$ cat src/rtl/ps2_pkg.sv
// Shared PS/2 host-command constants and sequencer state encoding.
// Init states are only reachable when PS2_INIT_RESET_EN is defined.
package ps2_pkg;

    localparam logic [7:0] PS2_CMD_SET_LED = 8'hED;
    localparam logic [7:0] PS2_CMD_RESET   = 8'hFF;
    localparam logic [7:0] PS2_ACK         = 8'hFA;
    localparam logic [7:0] PS2_RESEND      = 8'hFE;
    localparam logic [7:0] PS2_BAT_OK      = 8'hAA;

    // The BAT reply can take far longer than a normal ACK.
    localparam int unsigned BAT_TIMEOUT_MULT = 50;

    typedef enum logic [2:0] {
        StIdle,
        StTxCmd,
        StWaitAck1,
        StTxArg,
        StWaitAck2,
        StInitTx,
        StInitAck,
        StInitBat
    } ps2_seq_state_t;

    function automatic logic is_wait_state(input ps2_seq_state_t s);
        return (s == StWaitAck1) || (s == StWaitAck2) || (s == StInitAck) || (s == StInitBat);
    endfunction

endpackage

$ cat src/rtl/ps2_reply_timer.sv
// Reply timeout counter: counts while enabled, saturates at the terminal count
// and flags expiry for as long as it sits there.
module ps2_reply_timer #(
    parameter int unsigned TMR_W = 20
) (
    input  logic             clk_i,
    input  logic             reset_ni,
    input  logic             clear_i,
    input  logic             en_i,
    input  logic [TMR_W-1:0] terminal_i,
    output logic             expire_o
);

    logic [TMR_W-1:0] count_q, count_d;

    always_comb begin
        count_d = count_q;
        if (clear_i) begin
            count_d = '0;
        end else if (en_i && (count_q < terminal_i)) begin
            count_d = count_q + 1'b1;
        end
    end

    always_ff @(posedge clk_i or negedge reset_ni) begin
        if (!reset_ni) begin
            count_q <= '0;
        end else begin
            count_q <= count_d;
        end
    end

    assign expire_o = en_i && (count_q == terminal_i);

endmodule

$ cat src/rtl/ps2_led_cmd_sequencer.sv
// Host-to-keyboard Set-LEDs sequencer with ACK/RESEND retry, reply timeout and byte forwarding.
// Define PS2_INIT_RESET_EN to run a keyboard reset (0xFF, ACK, BAT) after every reset.
module ps2_led_cmd_sequencer
    import ps2_pkg::*;
#(
    parameter int unsigned TIMEOUT_CYCLES = 400000,
    parameter int unsigned TMR_W          = 20,
    parameter int unsigned MAX_RETRY      = 3
) (
    input  logic       clk_i,
    input  logic       reset_ni,
    input  logic       led_req_i,
    input  logic [2:0] led_val_i,
    output logic       led_busy_o,
    output logic       led_done_o,
    output logic       led_err_o,
    input  logic [7:0] rx_data_i,
    input  logic       rx_valid_i,
    output logic [7:0] tx_data_o,
    output logic       tx_valid_o,
    input  logic       tx_ready_i,
    output logic [7:0] fwd_data_o,
    output logic       fwd_valid_o,
    output logic       init_done_o
);

    localparam int unsigned RetryW = (MAX_RETRY > 0) ? $clog2(MAX_RETRY + 1) : 1;
    localparam logic [RetryW-1:0] MaxRetry = RetryW'(MAX_RETRY);
    localparam logic [TMR_W-1:0] TmrTerminal = TMR_W'(TIMEOUT_CYCLES - 1);

    ps2_seq_state_t    state_q;
    logic [2:0]        led_val_q;
    logic [RetryW-1:0] retry_q;
    logic              led_busy_q, led_done_q, led_err_q;
    logic [7:0]        tx_data_q;
    logic              tx_valid_q;
    logic [7:0]        fwd_data_q;
    logic              fwd_valid_q;
    logic              init_done;
    logic              tmr_expire, tmr_clear, bat_wrap;

`ifdef PS2_INIT_RESET_EN
    localparam logic [5:0] BatLast = 6'(BAT_TIMEOUT_MULT - 1);
    logic [5:0] bat_cnt_q;
    logic       init_done_q;

    assign init_done = init_done_q;
    // BAT window is the base timeout repeated; restart the timer until the last lap.
    assign bat_wrap  = tmr_expire && (state_q == StInitBat) && (bat_cnt_q != BatLast);
`else
    assign init_done = 1'b1;
    assign bat_wrap  = 1'b0;
`endif

    assign tmr_clear = !is_wait_state(state_q) || bat_wrap;

    ps2_reply_timer #(
        .TMR_W (TMR_W)
    ) u_reply_timer (
        .clk_i      (clk_i),
        .reset_ni   (reset_ni),
        .clear_i    (tmr_clear),
        .en_i       (is_wait_state(state_q)),
        .terminal_i (TmrTerminal),
        .expire_o   (tmr_expire)
    );

    always_ff @(posedge clk_i or negedge reset_ni) begin
        if (!reset_ni) begin
`ifdef PS2_INIT_RESET_EN
            state_q     <= StInitTx;
            bat_cnt_q   <= '0;
            init_done_q <= 1'b0;
`else
            state_q     <= StIdle;
`endif
            led_val_q   <= '0;
            retry_q     <= '0;
            led_busy_q  <= 1'b0;
            led_done_q  <= 1'b0;
            led_err_q   <= 1'b0;
            tx_data_q   <= '0;
            tx_valid_q  <= 1'b0;
            fwd_data_q  <= '0;
            fwd_valid_q <= 1'b0;
        end else begin
            led_done_q  <= 1'b0;
            led_err_q   <= 1'b0;
            fwd_valid_q <= 1'b0;
            case (state_q)
                StIdle: begin
                    if (rx_valid_i) begin
                        fwd_valid_q <= 1'b1;
                        fwd_data_q  <= rx_data_i;
                    end
                    if (led_req_i && init_done) begin
                        led_val_q  <= led_val_i;
                        led_busy_q <= 1'b1;
                        retry_q    <= '0;
                        tx_valid_q <= 1'b1;
                        tx_data_q  <= PS2_CMD_SET_LED;
                        state_q    <= StTxCmd;
                    end
                end
                StTxCmd, StTxArg: begin
                    if (rx_valid_i) begin
                        fwd_valid_q <= 1'b1;
                        fwd_data_q  <= rx_data_i;
                    end
                    if (tx_ready_i) begin
                        tx_valid_q <= 1'b0;
                        state_q    <= (state_q == StTxCmd) ? StWaitAck1 : StWaitAck2;
                    end
                end
                StWaitAck1, StWaitAck2: begin
                    if (rx_valid_i && (rx_data_i == PS2_ACK)) begin
                        retry_q <= '0;
                        if (state_q == StWaitAck1) begin
                            tx_valid_q <= 1'b1;
                            tx_data_q  <= {5'b0, led_val_q};
                            state_q    <= StTxArg;
                        end else begin
                            led_done_q <= 1'b1;
                            led_busy_q <= 1'b0;
                            state_q    <= StIdle;
                        end
                    end else if (rx_valid_i && (rx_data_i == PS2_RESEND)) begin
                        if (retry_q < MaxRetry) begin
                            // tx_data_q still holds the byte being resent.
                            retry_q    <= retry_q + 1'b1;
                            tx_valid_q <= 1'b1;
                            state_q    <= (state_q == StWaitAck1) ? StTxCmd : StTxArg;
                        end else begin
                            retry_q    <= '0;
                            led_err_q  <= 1'b1;
                            led_busy_q <= 1'b0;
                            state_q    <= StIdle;
                        end
                    end else if (rx_valid_i) begin
                        fwd_valid_q <= 1'b1;
                        fwd_data_q  <= rx_data_i;
                    end else if (tmr_expire) begin
                        retry_q    <= '0;
                        led_err_q  <= 1'b1;
                        led_busy_q <= 1'b0;
                        state_q    <= StIdle;
                    end
                end
`ifdef PS2_INIT_RESET_EN
                StInitTx: begin
                    if (rx_valid_i) begin
                        fwd_valid_q <= 1'b1;
                        fwd_data_q  <= rx_data_i;
                    end
                    if (!tx_valid_q) begin
                        tx_valid_q <= 1'b1;
                        tx_data_q  <= PS2_CMD_RESET;
                    end else if (tx_ready_i) begin
                        tx_valid_q <= 1'b0;
                        state_q    <= StInitAck;
                    end
                end
                StInitAck: begin
                    if (rx_valid_i && (rx_data_i == PS2_ACK)) begin
                        retry_q   <= '0;
                        bat_cnt_q <= '0;
                        state_q   <= StInitBat;
                    end else if (rx_valid_i && (rx_data_i == PS2_RESEND)) begin
                        if (retry_q < MaxRetry) begin
                            retry_q    <= retry_q + 1'b1;
                            tx_valid_q <= 1'b1;
                            state_q    <= StInitTx;
                        end else begin
                            retry_q     <= '0;
                            led_err_q   <= 1'b1;
                            init_done_q <= 1'b1;
                            state_q     <= StIdle;
                        end
                    end else if (rx_valid_i) begin
                        fwd_valid_q <= 1'b1;
                        fwd_data_q  <= rx_data_i;
                    end else if (tmr_expire) begin
                        retry_q     <= '0;
                        led_err_q   <= 1'b1;
                        init_done_q <= 1'b1;
                        state_q     <= StIdle;
                    end
                end
                StInitBat: begin
                    if (rx_valid_i && (rx_data_i == PS2_BAT_OK)) begin
                        init_done_q <= 1'b1;
                        state_q     <= StIdle;
                    end else if (rx_valid_i && (rx_data_i != PS2_ACK)) begin
                        fwd_valid_q <= 1'b1;
                        fwd_data_q  <= rx_data_i;
                    end else if (!rx_valid_i && bat_wrap) begin
                        bat_cnt_q <= bat_cnt_q + 1'b1;
                    end else if (!rx_valid_i && tmr_expire) begin
                        led_err_q   <= 1'b1;
                        init_done_q <= 1'b1;
                        state_q     <= StIdle;
                    end
                end
`endif
                default: begin
                    tx_valid_q <= 1'b0;
                    led_busy_q <= 1'b0;
                    state_q    <= StIdle;
                end
            endcase
        end
    end

    assign led_busy_o  = led_busy_q;
    assign led_done_o  = led_done_q;
    assign led_err_o   = led_err_q;
    assign tx_data_o   = tx_data_q;
    assign tx_valid_o  = tx_valid_q;
    assign fwd_data_o  = fwd_data_q;
    assign fwd_valid_o = fwd_valid_q;
    assign init_done_o = init_done;

endmodule

$ cat config.mk
export PLATFORM = sky130hd
export DESIGN_NAME = ps2_led_cmd_sequencer
export DESIGN_NICKNAME = d
export VERILOG_FILES = /design/src/rtl/ps2_pkg.sv /design/src/rtl/ps2_reply_timer.sv /design/src/rtl/ps2_led_cmd_sequencer.sv
export SDC_FILE = /design/constraint.sdc
export NUM_CORES = 1
export LEC_CHECK = 0
export ABC_AREA = 1
export BUFFER_PORTS_ARGS = -buffer_cell sky130_fd_sc_hd__buf_2
export CAP_MARGIN = 20
export CELL_PAD_IN_SITES_DETAIL_PLACEMENT = 1
export CELL_PAD_IN_SITES_GLOBAL_PLACEMENT = 2
export CORE_ASPECT_RATIO = 0.7
export CORE_MARGIN = 10
export CORE_UTILIZATION = 34
export DETAILED_ROUTE_END_ITERATION = 16
export GPL_TIMING_DRIVEN = 0
export PLACE_DENSITY = 0.91
export SKIP_CTS_REPAIR_TIMING = 1
export SLEW_MARGIN = 20
export SYNTH_ARGS = -nofsm -noshare
export SYNTH_HDL_FRONTEND = slang
export SYNTH_SLANG_ARGS = --single-unit
$ cat constraint.sdc
create_clock -name clk_i -period 3.7 [get_ports clk_i]
set_clock_uncertainty 0.05 [all_clocks]
set_input_delay 0.74 -clock clk_i [delete_from_list [all_inputs] [get_ports clk_i]]
set_output_delay 0.74 -clock clk_i [all_outputs]
set_load 0.05 [all_outputs]
# --- Word level (Yosys, flattened, before mapping) ---
# Cells that the tools add are included.
totals:
  register_bits: 49
  output_inout_bits: 22
  word_cells: 114
op_classes:
  n_addsub: 2
  n_lt_le_gt_ge: 2
  n_eq_ne: 23
  n_mux: 55
  bitwise: 1
  reduce_logical: 20
ops:
  columns: ["op", "count"]
  rows:
  - ["8-bit two-way mux", 6]
  - ["20-bit two-way mux", 2]
  - ["8-bit one-hot mux with 2 select lines", 2]
  - ["1-bit two-way mux", 24]
  - ["3-bit two-way mux", 7]
  - ["20-bit by 1-bit adder with 20-bit output, second input constant", 1]
  - ["20-bit by 19-bit equality test with 1-bit output, second input constant", 1]
  - ["20-bit by 19-bit less-than comparator with 1-bit output, second input constant", 1]
  - ["2-bit two-way mux", 9]
  - ["8-bit equality test, second input constant", 2]
  - ["2-bit != test, second input constant", 7]
  - ["3-bit != test, second input constant", 4]
  - ["4-bit != test, second input constant", 3]
  - ["4-bit AND reduction", 3]
  - ["3-bit equality test, second input constant", 3]
  - ["3-bit one-hot mux with 3 select lines", 1]
  - ["3-bit by 2-bit equality test with 1-bit output, second input constant", 2]
  - ["1-bit one-hot mux with 3 select lines", 2]
  - ["6-bit AND reduction", 1]
  - ["5-bit AND reduction", 1]
  - ["1-bit logical AND", 4]
  - ["2-bit one-hot mux with 2 select lines", 1]
  - ["2-bit nonzero test", 2]
  - ["2-bit OR reduction", 2]
  - ["other kinds (10)", 12]

# --- Depth between registers and ports, before layout ---
# Gate-level depths: netlist (run 1).
logic_depth:
  word_depth: 10
  depth_mapped: 11
  depth_no_buf: 10

# --- By module ---
# Synthesis (run 1) repeated with hierarchy kept, for this count alone.
unflattened:
  hier_cells: 460
  area_unflattened_um2: 3363.2
by_module_without_submodules:
  columns: ["module", "instances", "cells_each", "area_per_inst_um2", "seq_area_each_um2"]
  rows:
  - ["ps2_reply_timer", 1, 298, 2042.0, 500.5]
  - ["ps2_led_cmd_sequencer", 1, 162, 1321.3, 625.6]

# --- Worst setup path before layout (run 1) ---
# No wires, ideal clock.
synth_path:
  path_type: "input port to flip-flop"
  startpoint: "input port rx_valid_i"
  endpoint: "register led_busy_q, in the netlist led_busy_o"
  setup_time_ps: 70
  t_arrival_ps: 1670
  required_ps: 3580
  path_slack_ps: 1910
  cell_stages: 7
  n_path_buf: 1
  cell_sequence: "clkbuf_1 nand3_1 nor2_1 nor2_1 nand3_1 nand2_1 nand2_1"
synth_via:
  elab_chain_cells: 4
  elab_cells_between_ends: 10
synth_lines:
  columns: ["item", "line", "source"]
  rows:
  - ["from (decl)", "ps2_led_cmd_sequencer.sv:18", "input logic rx_valid_i,"]
  - ["1-bit logical AND", "ps2_led_cmd_sequencer.sv:127", "end else if (rx_valid_i && (rx_data_i == PS2_RESEND)) begin"]
  - ["1-bit two-way mux", "ps2_led_cmd_sequencer.sv:127", null]
  - ["1-bit two-way mux", "ps2_led_cmd_sequencer.sv:116", "if (rx_valid_i && (rx_data_i == PS2_ACK)) begin"]
  - ["1-bit one-hot mux with 3 select lines", "ps2_led_cmd_sequencer.sv:90", "case (state_q)"]
  - ["to (signal assigned)", "ps2_led_cmd_sequencer.sv:98", "led_busy_q <= 1'b1;"]
  - ["to (signal assigned)", "ps2_led_cmd_sequencer.sv:124", "led_busy_q <= 1'b0;"]
  - ["to (signal assigned)", "ps2_led_cmd_sequencer.sv:136", "led_busy_q <= 1'b0;"]
  - ["to (decl)", "ps2_led_cmd_sequencer.sv:34", "logic led_busy_q, led_done_q, led_err_q;"]
# Several ways; a longest one is shown, not always the timed one.
# A chain may end at the register's enable or synchronous reset.

# --- Worst setup path in the final report (run 1) ---
layout_path:
  startpoint: "input port rx_data_i[7]"
  endpoint: "register state_q[1]"
layout_via:
  elab_chain_cells: 5
  elab_cells_between_ends: 10
layout_lines:
  columns: ["item", "line", "source"]
  rows:
  - ["from (decl)", "ps2_led_cmd_sequencer.sv:17", "input logic [7:0] rx_data_i,"]
  - ["8-bit equality test", "ps2_led_cmd_sequencer.sv:127", null]
  - ["1-bit logical AND", "ps2_led_cmd_sequencer.sv:127", null]
  - ["3-bit two-way mux", "ps2_led_cmd_sequencer.sv:127", null]
  - ["3-bit two-way mux", "ps2_led_cmd_sequencer.sv:116", null]
  - ["3-bit one-hot mux with 3 select lines", "ps2_led_cmd_sequencer.sv:90", null]
  - ["to (signal assigned)", "ps2_led_cmd_sequencer.sv:121", "state_q <= StTxArg;"]
  - ["to (signal assigned)", "ps2_led_cmd_sequencer.sv:125", "state_q <= StIdle;"]
  - ["to (signal assigned)", "ps2_led_cmd_sequencer.sv:132", "state_q <= (state_q == StWaitAck1) ? StTxCmd : StTxArg;"]
  - ["to (decl)", "ps2_led_cmd_sequencer.sv:31", "ps2_seq_state_t state_q;"]
# Several ways; a longest one is shown, not always the timed one.

==> key figures, run 1 <==
Status
  • Outcome: complete, no violations

Cells and area
  • Core Util, Final: 40.6%
  • Layout cell share with drive strength beyond 1: 15.7%
  • Fillers: 1016
  • Total Nets Final: 443
  • Fin cells: 527
  • Ant. Diodes: 0
  • Multi-input gate area: 0.00135 mm^2
  • Reg area: 0.00113 mm^2
  • Area growth syn-to-layout: 17.5%

Critical path
  • Critical path launch point type: input pin
  • Crit-path cells: buf_2 > nand2_1 > nor2_1 > nand3_1 > nor2_1 > a21oi_1 > nand2_1 > nand3_1 > nand2_1
  • Critical Path Stages: 9
  • Reg2reg setup slack: 1.59 ns
  • Worst setup EP type: register
  • Worst Reg-to-Reg Cells: 11
  • Crit path max-delay family: simple AND/OR/NAND/NOR gates
  • Crit path kind: in -> reg
  • Max incr delay on CP: 0.46 ns
  • Critical path's slowest cell: nor2_1
  • Top cell by count, worst path: nand2_1
  • Maximum fanout along the worst path: 6
  • Worst EP required: 3.88 ns
  • Worst path arrival time: 2.29 ns
  • Buffers and inverters on the worst path: 1

Global routing
  • Initial antenna violation count: 0
  • GRT Total Usage: 13.8%
  • Vias in the first global route: 2640
  • Largest net degree at the start of global routing: 46
  • First-pass GRT wire length: 13.6 mm
  • Grt total ovfl: 0

Detailed routing
  • Final WL: 8.20 mm
  • Pre-antenna DRT Iters: 4
  • Initial DRC count: 137
  • Routed Antenna Nets: 0
  • WL/cell: 15.6 um
  • Routed via count: 2574
  • # DRC: 0
  • Via density per instance: 4.88

Synthesis
  • Seq/Total Area, Yosys: 41.7%
  • Post-Syn Nets: 402
  • Largest family of logic cells by synthesized area: simple AND/OR/NAND/NOR gates
  • Synth Cell Area: 0.00270 mm^2
  • Post-Synth Adder-Cell Area: 0.927%
  • Compound-Gate Fraction of Synth Area: 4.45%
  • Synth Instances: 384
  • Yosys reg bits: 45
  • Yosys cell types: 27
  • Mean post-synth cell area: 7.03 um^2
  • Post-synth top area share: 41.7%
  • Synth warn: 0
  • Post-Synth Simple-Gate Area: 40.6%
  • Leading area contributor after synthesis: dfrtp_1
  • Top cells by area, synth: dfrtp_1 (42%), nand2_1 (16%), nor2_1 (8.9%), nand3_1 (8.7%), inv_1 (4.6%)
  • Post-synthesis mux area share: 0%
  • Post-Synth XOR/XNOR Area: 3.89%

Floorplan
  • Io pins: 38
  • Initial Util: 34.6%
  • Die height: 94.5 um
  • Core area: 0.00780 mm^2
  • Site Rows: 27
  • Die width: 126 um
  • Full die area: 0.0120 mm^2

STA
  • Part of the cycle the worst path needs: 57.1%
  • Worst slew pin tran: 0.606 ns
  • Fmax: 473 MHz
  • Unrepaired setup endpoints after global routing: false
  • Final min period: 2.11 ns
  • Setup TNS: 0 ns
  • Relative slew slack: 59.6%
  • Fin. Hold Viols: 0
  • Max-slew violation count: 0
  • Endpoints failing setup: 0

CTS
  • Sink Count: 45
  • Root buffer cell: clkbuf_16
  • TritonCTS clock tree: done
  • Worst-Skew Late Latency: 0.28 ns
  • Htree depth: 2
  • Num CTS Buffers: 5
  • Worst-path clk slew: 0.06 ns
  • Clock buffer depth: 2

Power
  • P per Cell Area: 646 mW/mm^2
  • Max IR drop VDD: 0.346 mV
  • Leak: 0.00152 uW

Place
  • Hpwl dp: 6.45 mm
  • Dpl cells: 519
  • Final GP Congestion: 0.794
  • PortBufs: 34

Min path
  • Worst min path class: in -> async

Job
  • Max_cap viols: 0
area by class of cell:
cell class | count | area share (%)
well taps | 101 | 3.99
clock buffers | 7 | 4.50
repair buffers | 34 | 5.45
multi-input cells | 290 | 42.7
inverters | 36 | 4.26
clock inverters | 1 | 0.947
plain buffers | 13 | 2.68
flip-flops and latches | 45 | 35.5
final timing paths:
| path | startpoint | end |
|---|---|---|
| setup / recovery | rx_data_i[7] | state_q[1] |
| hold / removal | reset_ni | u_reply_timer.count_q[10] |
| setup reg to reg | u_reply_timer.count_q[0] | u_reply_timer.count_q[2] |
| hold reg to reg | fwd_data_o[5] | fwd_data_o[5] |
| max in group asynchronous | reset_ni | u_reply_timer.count_q[17] |
| min in group clk_i | fwd_data_o[5] | fwd_data_o[5] |
registers in the layout (all words and copies together), names as in the netlist:
signal                 flops
retry_q                    2
state_q                    3
led_err_o                  1
led_done_o                 1
fwd_valid_o                1
led_busy_o                 1
fwd_data_o                 8
tx_valid_o                 1
tx_data_o                  4
u_reply_timer.count_q     20
led_val_q                  3
cell usage after synthesis:
| cell | instances |
|---|---|
| a21oi_1 | 10 |
| a21oi_2 | 1 |
| a21oi_4 | 1 |
| buf_2 | 2 |
| buf_4 | 7 |
| buf_6 | 1 |
| clkbuf_1 | 3 |
| conb_1 | 2 |
| dfrtp_1 | 45 |
| ha_1 | 2 |
| inv_1 | 33 |
| inv_2 | 3 |
| nand2_1 | 117 |
| nand2_2 | 3 |
| nand2_4 | 1 |
| nand3_1 | 47 |
| nand3_2 | 3 |
| nand4_1 | 10 |
| nor2_1 | 64 |
| nor2_2 | 2 |
| nor2_4 | 2 |
| nor3_1 | 3 |
| nor3b_1 | 1 |
| o21ai_0 | 4 |
| o21ai_1 | 5 |
| xnor2_1 | 3 |
| xor2_1 | 9 |
logic make-up after synthesis:
logic type / after synthesis
simple gates: 253
buf+inv: 49
flops: 45
compound gates: 21
xor+xnor: 12
fa+ha+maj: 2
other cells: 2
layout by cell type (no fill, tap or decap), types with 3 or more instances in the layout:
| cell | instances |
|---|---|
| buf_4 | 8 |
| inv_1 | 33 |
| nand2_1 | 117 |
| inv_2 | 3 |
| nand4_1 | 10 |
| nor3_1 | 3 |
| nor2_1 | 64 |
| clkbuf_16 | 5 |
| buf_2 | 35 |
| xor2_1 | 9 |
| xnor2_1 | 3 |
| clkbuf_1 | 4 |
| dfrtp_1 | 45 |
| o21ai_1 | 5 |
| o21ai_0 | 4 |
| a21oi_1 | 10 |
| nand2_2 | 3 |
| nand3_1 | 47 |
| nand3_2 | 3 |
per-stage QoR:
step / cell area, um^2 / power [uW] / hold WS, ns / setup slack, ns
2_1_floorplan: 2700 / 1280 / 0.394 / 1.91
3_3_place_gp: 3000 / 1500 / 0.405 / 1.44
3_5_place_dp: 3000 / 1530 / 0.418 / 1.36
4_1_cts: 3170 / 2080 / 0.435 / 1.58
5_1_grt: 3170 / 2190 / 0.466 / 1.38
6_report: 3170 / 2050 / 0.411 / 1.59
report_power, final:
| group | switching (uW) | total (uW) | internal [uW] |
|---|---|---|---|
| Clock | 191 | 529 | 338 |
| Combinational | 655 | 856 | 201 |
| Sequential | 71.7 | 662 | 590 |
| Total | 918 | 2050 | 1130 |
layer usage:
metal	up-vias	global-route usage, %	routed length, um
met5	-	0	0
met4	0	2.55	55
met3	5	2.41	353
met2	39	20.9	3560
met1	1244	20.0	4230
li1	1286	-	-
(Power assumes the default switching activity.)
==> inputs of run 2 (changes only) <==
Settings changed: CORE_UTILIZATION 34 to 29, PLACE_DENSITY 0.91 to 0.83.
Clock period 3.7 ns to 1.7 ns, I/O delays scaled along.
==> key figures, run 2 (synthesized netlist as in run 1, its figures left out) <==
Global routing
  • GRT Total Usage: 12.8% (was 13.8%)
  • Vias in the first global route: 2732 (was 2640)
  • First-pass GRT wire length: 14.0 mm (was 13.6 mm)
  • Largest net degree at the start of global routing: 46 (unchanged)
  • Initial antenna violation count: 0 (unchanged)
  • Grt total ovfl: 0 (unchanged)

CTS
  • Root buffer cell: clkbuf_16 (unchanged)
  • Worst-Skew Late Latency: 0.29 ns (was 0.28 ns)
  • Worst-path clk slew: 0.07 ns (was 0.06 ns)
  • Num CTS Buffers: 5 (unchanged)
  • Sink Count: 45 (unchanged)
  • Htree depth: 2 (unchanged)
  • TritonCTS clock tree: done (unchanged)
  • Clock buffer depth: 2 (unchanged)

Cells and area
  • Core Util, Final: 38.6% (was 40.6%)
  • Commonest non-fill, non-tap cell in the layout: nand2_1 (unchanged)
  • Total Nets Final: 456 (was 443)
  • Largest Register: u_reply_timer.count_q (unchanged)
  • Area growth syn-to-layout: 29.9% (was 17.5%)
  • Ant. Diodes: 0 (unchanged)
  • Most frequent cells in the layout: nand2_1 (106), nor2_1 (58), nand3_1 (45) (was nand2_1 (117), nor2_1 (64), nand3_1 (47))
  • Number of flip-flops under the largest register name: 20 (unchanged)
  • Layout cell share with drive strength beyond 1: 26.0% (was 15.7%)
  • Fillers: 1152 (was 1016)

Status
  • Outcome: finished, violations left (was complete, no violations)
  • Failing checks: negative setup slack

Floorplan
  • Full die area: 0.0136 mm^2 (was 0.0120 mm^2)
  • Die height: 101 um (was 94.5 um)
  • Site Rows: 29 (was 27)
  • Core area: 0.00907 mm^2 (was 0.00780 mm^2)
  • Io pins: 38 (unchanged)
  • Initial Util: 29.8% (was 34.6%)
  • Die width: 135 um (was 126 um)

STA
  • Unrepaired setup endpoints after global routing: true (was false)
  • Relative slew slack: 59.8% (was 59.6%)
  • Max-slew violation count: 0 (unchanged)
  • Final min period: 1.73 ns
  • Final worst setup slack: -0.0267 ns (was 1.59 ns)
  • Endpoints failing setup: 6 (was 0)
  • Fmax: 579 MHz
  • Worst slew pin tran: 0.603 ns (was 0.606 ns)
  • Part of the cycle the worst path needs: 102%
  • Fin. Hold Viols: 0 (unchanged)
  • Fin Hold WS: 0.00880 ns (was 0.411 ns)

Detailed routing
  • Routed Antenna Nets: 0 (unchanged)
  • Via density per instance: 4.71 (was 4.88)
  • Final WL: 8.84 mm (was 8.20 mm)
  • WL/cell: 15.7 um (was 15.6 um)
  • Pre-antenna DRT Iters: 4 (unchanged)
  • Initial DRC count: 118 (was 137)
  • Routed via count: 2654 (was 2574)
  • # DRC: 0 (unchanged)

Power
  • Max IR drop VDD: 0.679 mV (was 0.346 mV)
  • Clk network pwr share: 26.4% (was 25.9%)
  • Share of total power in sequential cells: 29.8% (was 32.3%)
  • Gate power share: 43.8% (was 41.8%)
  • Switching part of the total: 43.7% (was 44.9%)
  • Sw power: 2160 uW (was 918 uW)
  • Leak: 0.00165 uW (was 0.00152 uW)
  • P per Cell Area: 1410 mW/mm^2 (was 646 mW/mm^2)
  • Int Power: 2780 uW (was 1130 uW)

Critical path
  • Worst path arrival time: 1.86 ns (was 2.29 ns)
  • Maximum fanout along the worst path: 5 (was 6)
  • Critical path launch point type: register (was input pin)
  • Worst setup EP type: register (unchanged)
  • Worst EP required: 1.84 ns (was 3.88 ns)
  • Crit path kind: reg -> reg (was in -> reg)

Min path
  • Worst min path class: in -> async (unchanged)

Place
  • PortBufs: 34 (unchanged)
  • Final GP Congestion: 0.844 (was 0.794)
  • Hpwl dp: 6.53 mm (was 6.45 mm)

Job
  • Max_cap viols: 0 (unchanged)
-- run 2: power by group through the flow --
stage | clock [uW] | combinational (uW) | sequential (uW)
after floorplan | 0 | 897 | 1890
after global placement | 0 | 1830 | 1450
after detailed placement | 0 | 1890 | 1460
after CTS | 1340 | 1890 | 1440
after global routing | 1380 | 2360 | 1510
final | 1300 | 2160 | 1470
-- run 2: worst paths after layout --
kind,from,to,slack [ns],cells after the start
min,reset_ni,u_reply_timer.count_q[8],0.009,1
min in group clk_i,rx_data_i[5],fwd_data_o[5],0.21,3
min reg2reg,led_busy_o,led_busy_o,0.42,2
max in group asynchronous,reset_ni,state_q[1],1.15,1
max reg2reg,u_reply_timer.count_q[1],u_reply_timer.count_q[13],-0.03,11
max,u_reply_timer.count_q[1],u_reply_timer.count_q[13],-0.03,11
-- run 2: metrics by stage --
stage | TNS (ns) | setup WS, ns | total power (uW) | std cells | area [um^2]
CTS | -9.05 | -0.443 | 4670 | 550 | 3220
global route | -2.30 | -0.132 | 5250 | 563 | 3500
finish | -0.115 | -0.0267 | 4930 | 563 | 3500
global placement | -8.18 | -0.398 | 3280 | 542 | 3020
floorplan | 0 | 0.0386 | 2790 | 384 | 2700
detailed placement | -8.87 | -0.419 | 3340 | 542 | 3020
-- run 2: routing by layer --
metal	track usage (%)	wire length [um]
met5	0	0
met4	4.62	103
met3	3.39	401
met2	18.6	3850
met1	17.8	4490
-- run 2: cell type report --
type                            instances  area [um^2]  share of cell area, %
Sequential cell                        45         1130                   32.3
Tap cell                              124          155                   4.43
Clock inverter                          3         68.8                   1.96
Multi-Input combinational cell        290         1490                   42.4
Buffer                                 13          110                   3.14
Clock buffer                            5          125                   3.57
Timing Repair Buffer                   47          288                   8.21
Inverter                               36          138                   3.93
-- run 2: worst max-delay path, cell delays in order (launching register included) --
cell,delay [ns]
dfrtp_2,0.42
ha_4,0.18
nand2_4,0.07
nor2_4,0.16
nand2_2,0.08
nor2_4,0.12
nand2_2,0.07
nand3_4,0.09
nand2_4,0.10
clkbuf_16,0.18
nand2_1,0.06
nand2_1,0.05
